--- src/rtl/multicycle_ctrl_if.sv ---
// multicycle_ctrl_if: shared instruction/data memory port with a req/ready handshake
//   master drives req, we (1 = store), addr and wdata
//   slave drives ready (access completes this cycle) and rdata (valid with ready)
interface multicycle_ctrl_if #(parameter int XLEN = 32);
  logic req;
  logic we;
  logic [XLEN-1:0] addr;
  logic [XLEN-1:0] wdata;
  logic ready;
  logic [XLEN-1:0] rdata;
  modport master(output req, we, addr, wdata, input ready, rdata);
  modport slave(input req, we, addr, wdata, output ready, rdata);
endinterface

--- src/rtl/multicycle_ctrl.sv ---
// multicycle_ctrl: BOOT/FETCH/DECODE/EXEC/MEM/WB sequencer over one shared memory port
//   clk, reset (async, active-low); mem: memory port (master side)
//   dec_*, imm, rs2_data, alu_out, alu_zero: decoder, register-file and ALU inputs
//   pc, ir, rf_we, rd_data, state: sequencer state and write-back outputs
//   CTRL_PERF_EN adds cycle_cnt and instret counters
module multicycle_ctrl #(
  parameter int XLEN = 32,
  parameter logic [XLEN-1:0] RESET_PC = '0,
  parameter logic [XLEN-1:0] PC_STEP = XLEN'(4)
) (
  input  logic clk,
  input  logic reset,
  multicycle_ctrl_if.master mem,
  input  logic dec_branch,
  input  logic dec_memread,
  input  logic dec_memwrite,
  input  logic dec_regwrite,
  input  logic dec_memtoreg,
  input  logic [XLEN-1:0] imm,
  input  logic [XLEN-1:0] rs2_data,
  input  logic [XLEN-1:0] alu_out,
  input  logic alu_zero,
  output logic [XLEN-1:0] pc,
  output logic [31:0] ir,
  output logic rf_we,
  output logic [XLEN-1:0] rd_data,
  output logic [2:0] state
`ifdef CTRL_PERF_EN
  ,
  output logic [31:0] cycle_cnt,
  output logic [31:0] instret
`endif
);
  typedef enum logic [2:0] {
    BOOT   = 3'd0,
    FETCH  = 3'd1,
    DECODE = 3'd2,
    EXEC   = 3'd3,
    MEM    = 3'd4,
    WB     = 3'd5
  } state_e;

  state_e state_q, state_d;
  logic [XLEN-1:0] pc_q, pc_d, alu_q, alu_d, mdr_q, mdr_d, pc_seq;
  logic [31:0] ir_q, ir_d;

  assign pc_seq = pc_q + PC_STEP;

  always_comb begin
    state_d = state_q;
    pc_d = pc_q;
    ir_d = ir_q;
    alu_d = alu_q;
    mdr_d = mdr_q;
    case (state_q)
      BOOT: state_d = FETCH;
      FETCH: begin
        ir_d = mem.ready ? mem.rdata[31:0] : ir_q;
        state_d = mem.ready ? DECODE : FETCH;
      end
      DECODE: state_d = EXEC;
      EXEC: begin
        alu_d = alu_out;
        // branch outranks the memory and write-back controls
        if (dec_branch) begin
          pc_d = alu_zero ? pc_q + imm : pc_seq;
          state_d = FETCH;
        end else if (dec_memread | dec_memwrite) begin
          state_d = MEM;
        end else if (dec_regwrite) begin
          state_d = WB;
        end else begin
          pc_d = pc_seq;
          state_d = FETCH;
        end
      end
      MEM: begin
        // memwrite wins when both memory controls are set
        if (mem.ready && dec_memwrite) begin
          pc_d = pc_seq;
          state_d = FETCH;
        end else if (mem.ready) begin
          mdr_d = mem.rdata;
          state_d = WB;
        end
      end
      WB: begin
        pc_d = pc_seq;
        state_d = FETCH;
      end
      default: state_d = BOOT;
    endcase
  end

  always_ff @(posedge clk or negedge reset) begin
    if (!reset) begin
      state_q <= BOOT;
      pc_q <= RESET_PC;
      ir_q <= '0;
      alu_q <= '0;
      mdr_q <= '0;
    end else begin
      state_q <= state_d;
      pc_q <= pc_d;
      ir_q <= ir_d;
      alu_q <= alu_d;
      mdr_q <= mdr_d;
    end
  end

  // outputs decode from state only, so reset silences them without a clock edge
  assign mem.req = state_q == FETCH || state_q == MEM;
  assign mem.we = state_q == MEM && dec_memwrite;
  assign mem.addr = state_q == FETCH ? pc_q : state_q == MEM ? alu_q : '0;
  assign mem.wdata = state_q == MEM ? rs2_data : '0;
  assign rf_we = state_q == WB && dec_regwrite;
  assign rd_data = state_q == WB ? (dec_memtoreg ? mdr_q : alu_q) : '0;
  assign pc = pc_q;
  assign ir = ir_q;
  assign state = state_q;

`ifdef CTRL_PERF_EN
  logic [31:0] cycle_cnt_q, cycle_cnt_d, instret_q, instret_d;

  always_comb begin
    cycle_cnt_d = state_q != BOOT ? cycle_cnt_q + 32'd1 : cycle_cnt_q;
    // retire on every return to FETCH from a completing state
    instret_d = state_d == FETCH && (state_q == EXEC || state_q == MEM || state_q == WB) ? instret_q + 32'd1 : instret_q;
  end

  always_ff @(posedge clk or negedge reset) begin
    if (!reset) begin
      cycle_cnt_q <= '0;
      instret_q <= '0;
    end else begin
      cycle_cnt_q <= cycle_cnt_d;
      instret_q <= instret_d;
    end
  end

  assign cycle_cnt = cycle_cnt_q;
  assign instret = instret_q;
`endif
endmodule

--- src/flat_wrapper.sv ---
// flat-port wrapper written by rule: the top's interface ports become plain ports
module multicycle_ctrl_flat 
#(
  parameter int XLEN = 32,
  parameter logic [XLEN-1:0] RESET_PC = '0,
  parameter logic [XLEN-1:0] PC_STEP = XLEN'(4)
)
  (clk, reset, dec_branch, dec_memread, dec_memwrite, dec_regwrite, dec_memtoreg, imm, rs2_data, alu_out, alu_zero, pc, ir, rf_we, rd_data, state, mem_req, mem_we, mem_addr, mem_wdata, mem_ready, mem_rdata);
  multicycle_ctrl_if #(.XLEN(XLEN)) mem_i ();
  input  logic clk;
  input  logic reset;
  input  logic dec_branch;
  input  logic dec_memread;
  input  logic dec_memwrite;
  input  logic dec_regwrite;
  input  logic dec_memtoreg;
  input  logic [XLEN-1:0] imm;
  input  logic [XLEN-1:0] rs2_data;
  input  logic [XLEN-1:0] alu_out;
  input  logic alu_zero;
  output logic [XLEN-1:0] pc;
  output logic [31:0] ir;
  output logic rf_we;
  output logic [XLEN-1:0] rd_data;
  output logic [2:0] state;
  output wire logic [$bits(mem_i.req)-1:0] mem_req;
  output wire logic [$bits(mem_i.we)-1:0] mem_we;
  output wire logic [$bits(mem_i.addr)-1:0] mem_addr;
  output wire logic [$bits(mem_i.wdata)-1:0] mem_wdata;
  input wire logic [$bits(mem_i.ready)-1:0] mem_ready;
  input wire logic [$bits(mem_i.rdata)-1:0] mem_rdata;
  assign mem_req = mem_i.req;
  assign mem_we = mem_i.we;
  assign mem_addr = mem_i.addr;
  assign mem_wdata = mem_i.wdata;
  assign mem_i.ready = mem_ready;
  assign mem_i.rdata = mem_rdata;
  multicycle_ctrl #(.XLEN(XLEN), .RESET_PC(RESET_PC), .PC_STEP(PC_STEP)) u_core (.clk(clk), .reset(reset), .mem(mem_i), .dec_branch(dec_branch), .dec_memread(dec_memread), .dec_memwrite(dec_memwrite), .dec_regwrite(dec_regwrite), .dec_memtoreg(dec_memtoreg), .imm(imm), .rs2_data(rs2_data), .alu_out(alu_out), .alu_zero(alu_zero), .pc(pc), .ir(ir), .rf_we(rf_we), .rd_data(rd_data), .state(state));
endmodule
--- config.mk ---
export PLATFORM = sky130hd
export DESIGN_NAME = multicycle_ctrl_flat
export DESIGN_NICKNAME = d
export VERILOG_FILES = /design/src/rtl/multicycle_ctrl_if.sv /design/src/rtl/multicycle_ctrl.sv /design/src/flat_wrapper.sv
export SDC_FILE = /design/constraint.sdc
export NUM_CORES = 1
export LEC_CHECK = 0
export ABC_AREA = 1
export BUFFER_PORTS_ARGS = -buffer_cell sky130_fd_sc_hd__buf_2
export CORE_UTILIZATION = 52
export DETAILED_ROUTE_END_ITERATION = 10
export PLACE_DENSITY = 0.81
export SLEW_MARGIN = 10
export SYNTH_ARGS = -nofsm -noshare
export SYNTH_HDL_FRONTEND = slang
export SYNTH_SLANG_ARGS = --single-unit
--- constraint.sdc ---
create_clock -name clk -period 3.1 [get_ports clk]
set_clock_uncertainty 0.2 [all_clocks]
set_input_delay 0.31 -clock clk [delete_from_list [all_inputs] [get_ports clk]]
set_output_delay 0.31 -clock clk [all_outputs]
set_load 0.05 [all_outputs]
== Word-level counts from Yosys, hierarchy flattened ==
Cells that the tools add are included.

* Flip-flop bits (word level): 131
* Latch bits: 0
* RAM bits: 0
* Bits in read-only memories: 0
* Input port bits: 137
* Output and inout port bits: 166
* Word-level logic and storage cells: 46
* Memories: 0

* $add $sub $neg: 2
* Multiply operators: 0
* Divide/modulo/power cells: 0
* Order comparisons: 0
* Eq/ne operators: 9
* Shifts and indexed selects: 0
* Multiplexer cells: 18
* Bitwise logic cells: 2
* Reductions and logical operators: 10

{| class="wikitable"
|+ Operators with widths
! operator !! number
|-
| 32-bit two-way mux || 10
|-
| 32-bit case mux with 3 select lines || 1
|-
| 32-bit by 3-bit adder with 32-bit output (second input constant) || 1
|-
| 32-bit adder || 1
|-
| 3-bit two-way mux || 5
|-
| 3-bit case mux with 5 select lines || 1
|-
| 3-bit by 2-bit equality test with 1-bit output (second input constant) || 2
|-
| 3-bit equality test (second input constant) || 2
|-
| 3-bit != test (second input constant) || 2
|-
| 4-bit AND reduction || 1
|-
| 3-bit by 1-bit equality test with 1-bit output (second input constant) || 1
|-
| 1-bit logical AND || 3
|-
| 3-bit logical NOT || 1
|-
| 3-bit by 2-bit != test with 1-bit output (second input constant) || 1
|-
| 3-bit AND reduction || 1
|-
| 3-bit nonzero test || 1
|-
| 2-bit two-way mux || 1
|-
| 2-bit by 1-bit != test with 1-bit output (second input constant) || 1
|-
| 2-bit AND reduction || 1
|-
| 2-bit OR reduction || 1
|-
| 1-bit logical OR || 1
|-
| 1-bit NOT || 1
|-
| 1-bit OR || 1
|}

== Logic depth before layout (Yosys ltp) ==
* Depth after elaboration: 5
* Mapped depth: 16
* Depth with buffers taken out: 16

== Least setup slack after synthesis ==
No wires, ideal clock.

* Kind: register to output
* From: reg u_core.state_q[0], in the netlist u_core.state[0]
* To: out mem_addr[22]
* Data arrival time: 2329 ps
* Data required time: 2590 ps
* Slack: 261 ps
* Cell stages (with the launch flop): 6
* Buffers on the path: 1
* Cell sequence: dfrtp_1 -> inv_2 -> nor2_2 -> nand2_1 -> clkbuf_1 -> o21ai_0

* Word-level cells in the longest chain between the ends: 3
* Elaborated cells between the ends (all ways): 4
* Those cells by class: 2 x eq/ne; 2 x mux

{| class="wikitable"
|+ RTL lines
! what !! line !! text
|-
| start: declaration || multicycle_ctrl.sv:43 || <nowiki>state_e state_q, state_d;</nowiki>
|-
| start signal: assignment || multicycle_ctrl.sv:103 || <nowiki>state_q <= state_d;</nowiki>
|-
| 3-bit equality test || multicycle_ctrl.sv:114 || <nowiki>assign mem.addr = state_q == FETCH ? pc_q : state_q == MEM ? alu_q : '0;</nowiki>
|-
| 32-bit two-way mux || multicycle_ctrl.sv:114 ||
|-
| 32-bit two-way mux * || multicycle_ctrl.sv:114 ||
|-
| end: declaration || flat_wrapper.sv:28 || <nowiki>output wire logic [$bits(mem_i.addr)-1:0] mem_addr;</nowiki>
|}

Every way passes the cells marked *; elsewhere a longest branch is shown, timed or not.

== Final worst setup path ==
* From: reg u_core.state_q[2], in the netlist u_core.state[2]
* To: out mem_addr[16]

The elaborated chain is that of the path after synthesis.

==> results.ini <==
[clock_network]
numCtsBuffers=17
cts.clk_slew.worst_paths_ns=0.06
cts_tree=done
cts_sinks=131
ctsResizeCount=0
clock-root-buffer=sky130_fd_sc_hd__clkbuf_16
cts.htree.levels=4
worstSkewPairLatency_ns=0.42
cts.path.max_buffers=2

[placed_design]
detailed_place_hpwl_microns=26520
placed_cell_area_sq_um=11330
weighted_congestion_at_the_end_of_routability_driven_global_placement=1.004
port_buffers=302

[die]
dieHeight_microns=137.3
die-width_microns=137.3
floorplan.rows=49
ioPinCount=303
floorplan.initialDensity=0.5302
design.core.area_sq_um=17960
die-area_sq_um=18860

[final_layout]
num-nets-final=2053
layout.cell_area.non_filler_sq_um=12590
area.growth.synth_to_final_pct=32.24
nFillCells=1520
diodes=0
fin_util=0.7011
drive_gt1_frac=0.2063

[power]
power.share.sequential=0.228
power_density_cells_nw_per_um2=1121
design_power_total_mw=14.12
internal-power_mw=6.045
p_sw_mw=8.073
vdd.ir_drop.worst_uv=770.9
static_power_due_to_leakage_nw=7.278
power_frac_clock=0.150
p_sw_frac=0.5718
power_frac_comb=0.622

[yosys]
syn-cell-area_sq_um=9524
average_cell_area_after_synthesis_sq_um=6.278
ys_ff_latch=131
synthCells=1517
ys_seq_area_frac=0.3442
synth_top_flop_cell=sky130_fd_sc_hd__dfrtp_1
synth.net_count=1687
synth-edff-count=0
synth-warning-count=0
post_synth_num_cell_types=42
synthArstFlopShare=1.000

[setup_path]
worst-setup-path-type=flip-flop to output port
critical_path.startpoint=u_core.state[2]$_DFFE_PN0P_
crit_slowest_cell=sky130_fd_sc_hd__inv_2
worstSetupPathDepth=7
r2r_cells=15
worst-endpoint-required_ns=2.59
max_stage_delay_ns=0.43
crit_chain=inv_1 > nor2_4 > nand2_4 > inv_2 > nand2_1 > o21ai_0 > buf_2
rr_startpoint=u_core.pc[0]$_DFFE_PN0P_
critical_path.max_fanout=34
timing.critical_path.to_type=output port
path_delay_family=buffers and inverters
timing.critical_path.from_type=flip-flop
arrival_ns=2.45
timing.critical_path.buf_inv=3

[drt]
drc=0
postRouteWirelength_microns=36730
drt_pass_1_iters=7
wl_per_cell_microns=17.29
route.detailed.vias_per_inst=5.456
route.vias.total=11590
drt_iter0_markers=934
ant_nets=0

[timing]
final-max-slew-violation-count=0
timing.final.setup_violations=0
rsz0062_at_grt=false
relSlewSlack=0.5737
worst_slew_pin_slew_ns=0.6394
setup_total_negative_slack_ns=0
fmaxAchievable_mhz=338.1
timing.final.hold_violations=0
finalCritPeriodShare=0.9541
post-route-min-period_ns=2.958

[run_status]
run_status=completed

[global_route]
vias_in_the_first_global_route=10910
number_of_antenna_violations_at_the_first_check_in_global_routing=0
grt_start_max_net_pins=66
overflow=0
global_route_wire_length_before_repair_microns=55810
grtUsageTotal=0.3901

[worst_hold_path]
hold_start=imm[0]
hp-class=primary input to flip-flop
min_path_cells=3

[flow_run]
drv.max_cap_violation_count=0

==> timing repair <==
action,4_1_cts,5_1_grt
hold endpoints to repair,136,0
setup buffers,0,0
hold buffers,65,0
==> worst paths after layout <==
path                                                      to  slack (ns)
worst max-delay path                            mem_addr[16]        0.14
worst min-delay path                u_core.pc[0]$_DFFE_PN0P_        0.04
worst max register to register     u_core.pc[30]$_DFFE_PN0P_        0.43
worst min register to register  u_core.mdr_q[29]$_DFFE_PN0P_        0.29
max in group asynchronous          u_core.ir[20]$_DFFE_PN0P_        1.58
min in group asynchronous       u_core.mdr_q[23]$_DFFE_PN0P_        0.27
==> through the flow <==
stage / std cells / hold WS, ns / worst slack [ns]
floorplan: 1517 / -0.1856 / 0.2608
global placement: 2028 / 0.1594 / 0.6005
detailed placement: 2028 / 0.1602 / 0.4924
CTS: 2124 / 0.02379 / 0.2175
global route: 2124 / 0.03511 / 0.02094
finish: 2124 / 0.03762 / 0.1424
==> power groups by stage <==
stage,Combinational (mW),Sequential (mW),Clock [mW]
final,8.78,3.22,2.12
after global routing,9.46,3.29,2.20
after CTS,8.56,3.15,2.12
after detailed placement,8.45,3.16,0
after global placement,8.35,3.14,0
after floorplan,4.84,4.46,0
==> cells in the final DEF (no fill, tap or decap), types with 6 or more instances in the layout <==
master / netlist / final
sky130_fd_sc_hd__nand2_1: 571 / 571
sky130_fd_sc_hd__buf_2: 7 / 301
sky130_fd_sc_hd__inv_1: 228 / 228
sky130_fd_sc_hd__dfrtp_1: 131 / 131
sky130_fd_sc_hd__nor2_1: 122 / 122
sky130_fd_sc_hd__o21ai_0: 116 / 116
sky130_fd_sc_hd__a21oi_1: 84 / 84
sky130_fd_sc_hd__nand3_1: 72 / 72
sky130_fd_sc_hd__dlygate4sd3_1: 0 / 65
sky130_fd_sc_hd__ha_1: 32 / 32
sky130_fd_sc_hd__buf_4: 0 / 29
sky130_fd_sc_hd__clkbuf_16: 0 / 17
sky130_fd_sc_hd__xor2_1: 15 / 15
sky130_fd_sc_hd__nor3_1: 13 / 13
sky130_fd_sc_hd__nand4_1: 12 / 12
sky130_fd_sc_hd__o21ai_1: 8 / 8
sky130_fd_sc_hd__nor3_2: 6 / 6
sky130_fd_sc_hd__o21bai_1: 6 / 6
sky130_fd_sc_hd__nor2_2: 6 / 6
==> registers in the layout (all words and copies together), names as in the netlist <==
name / cells
u_core.alu_q: 32
u_core.ir: 32
u_core.pc: 32
u_core.mdr_q: 32
u_core.state: 3
==> worst reg2reg max path, cell delays in order, from the launching register on <==
cell and delay, ns:
sky130_fd_sc_hd__dfrtp_1 0.41, sky130_fd_sc_hd__ha_1 0.24, sky130_fd_sc_hd__inv_1 0.07, sky130_fd_sc_hd__fa_1 0.40, sky130_fd_sc_hd__inv_1 0.10, sky130_fd_sc_hd__nand3_1 0.07
sky130_fd_sc_hd__nand3_1 0.19, sky130_fd_sc_hd__nand2_1 0.08, sky130_fd_sc_hd__nand2_1 0.08, sky130_fd_sc_hd__inv_1 0.07, sky130_fd_sc_hd__o21ai_0 0.25, sky130_fd_sc_hd__nand2_1 0.11
sky130_fd_sc_hd__nand3_1 0.09, sky130_fd_sc_hd__nand3_1 0.08, sky130_fd_sc_hd__nand2_1 0.07, sky130_fd_sc_hd__nand2_1 0.04
==> cells by family after synthesis <==
logic type | count (synthesis) | share of synthesized area
adders and majority gates | 33 | 0.04414
AOI/OAI and AO/OA | 236 | 0.1318
and+or+nand+nor | 816 | 0.3475
buffers and inverters | 283 | 0.1156
muxes | 1 | 0.001182
DFF | 131 | 0.3442
xor gates and xnor gates | 17 | 0.01563
==> cells in the mapped netlist (2+ instances only) <==
master                     instances  share of area
sky130_fd_sc_hd__nor2_2            6         0.0039
sky130_fd_sc_hd__o22ai_1           5         0.0033
sky130_fd_sc_hd__o31ai_1           2         0.0016
sky130_fd_sc_hd__clkbuf_1         37          0.015
sky130_fd_sc_hd__o21bai_1          6         0.0047
sky130_fd_sc_hd__nor2_1          122          0.048
sky130_fd_sc_hd__a21oi_1          84          0.044
sky130_fd_sc_hd__inv_2             5         0.0020
sky130_fd_sc_hd__buf_2             7         0.0037
sky130_fd_sc_hd__ha_1             32          0.042
sky130_fd_sc_hd__dfrtp_1         131           0.34
sky130_fd_sc_hd__o211ai_1          2         0.0016
sky130_fd_sc_hd__a21o_1            2         0.0016
sky130_fd_sc_hd__nand3b_1          3         0.0024
sky130_fd_sc_hd__nand4_1          12         0.0079
sky130_fd_sc_hd__nand3_1          72          0.038
sky130_fd_sc_hd__inv_1           228          0.090
sky130_fd_sc_hd__xor2_1           15          0.014
sky130_fd_sc_hd__o21ai_1           8         0.0042
sky130_fd_sc_hd__nor3_2            6         0.0063
sky130_fd_sc_hd__nor3_1           13         0.0068
sky130_fd_sc_hd__a22oi_1           3         0.0024
sky130_fd_sc_hd__o21ai_0         116          0.061
sky130_fd_sc_hd__nand2_4           2         0.0024
sky130_fd_sc_hd__nand2_1         571           0.23
sky130_fd_sc_hd__or2_2             5         0.0033
sky130_fd_sc_hd__a22o_1            3         0.0028
sky130_fd_sc_hd__buf_6             4         0.0047
sky130_fd_sc_hd__xnor2_1           2         0.0018
==> cell type report <==
class / count / area (sq um) / area share
repair buffers: 396 / 2395 / 0.1901
well taps: 229 / 286.5 / 0.02275
clock buffers: 18 / 439.2 / 0.03487
flip-flops and latches: 131 / 3278 / 0.2603
multi-input cells: 1103 / 5145 / 0.4085
inverters: 234 / 878.3 / 0.06974
clock inverters: 13 / 172.7 / 0.01371
==> layer usage <==
metal / up-vias / routed length (microns) / global-route usage
met5: - / 0 / 0
met1: 5327 / 14650 / 0.4827
met4: 0 / 1893 / 0.2088
met2: 648 / 16880 / 0.6305
li1: 5480 / - / -
met3: 134 / 3307 / 0.09124
No activity file was read; power rests on OpenSTA's default activity.
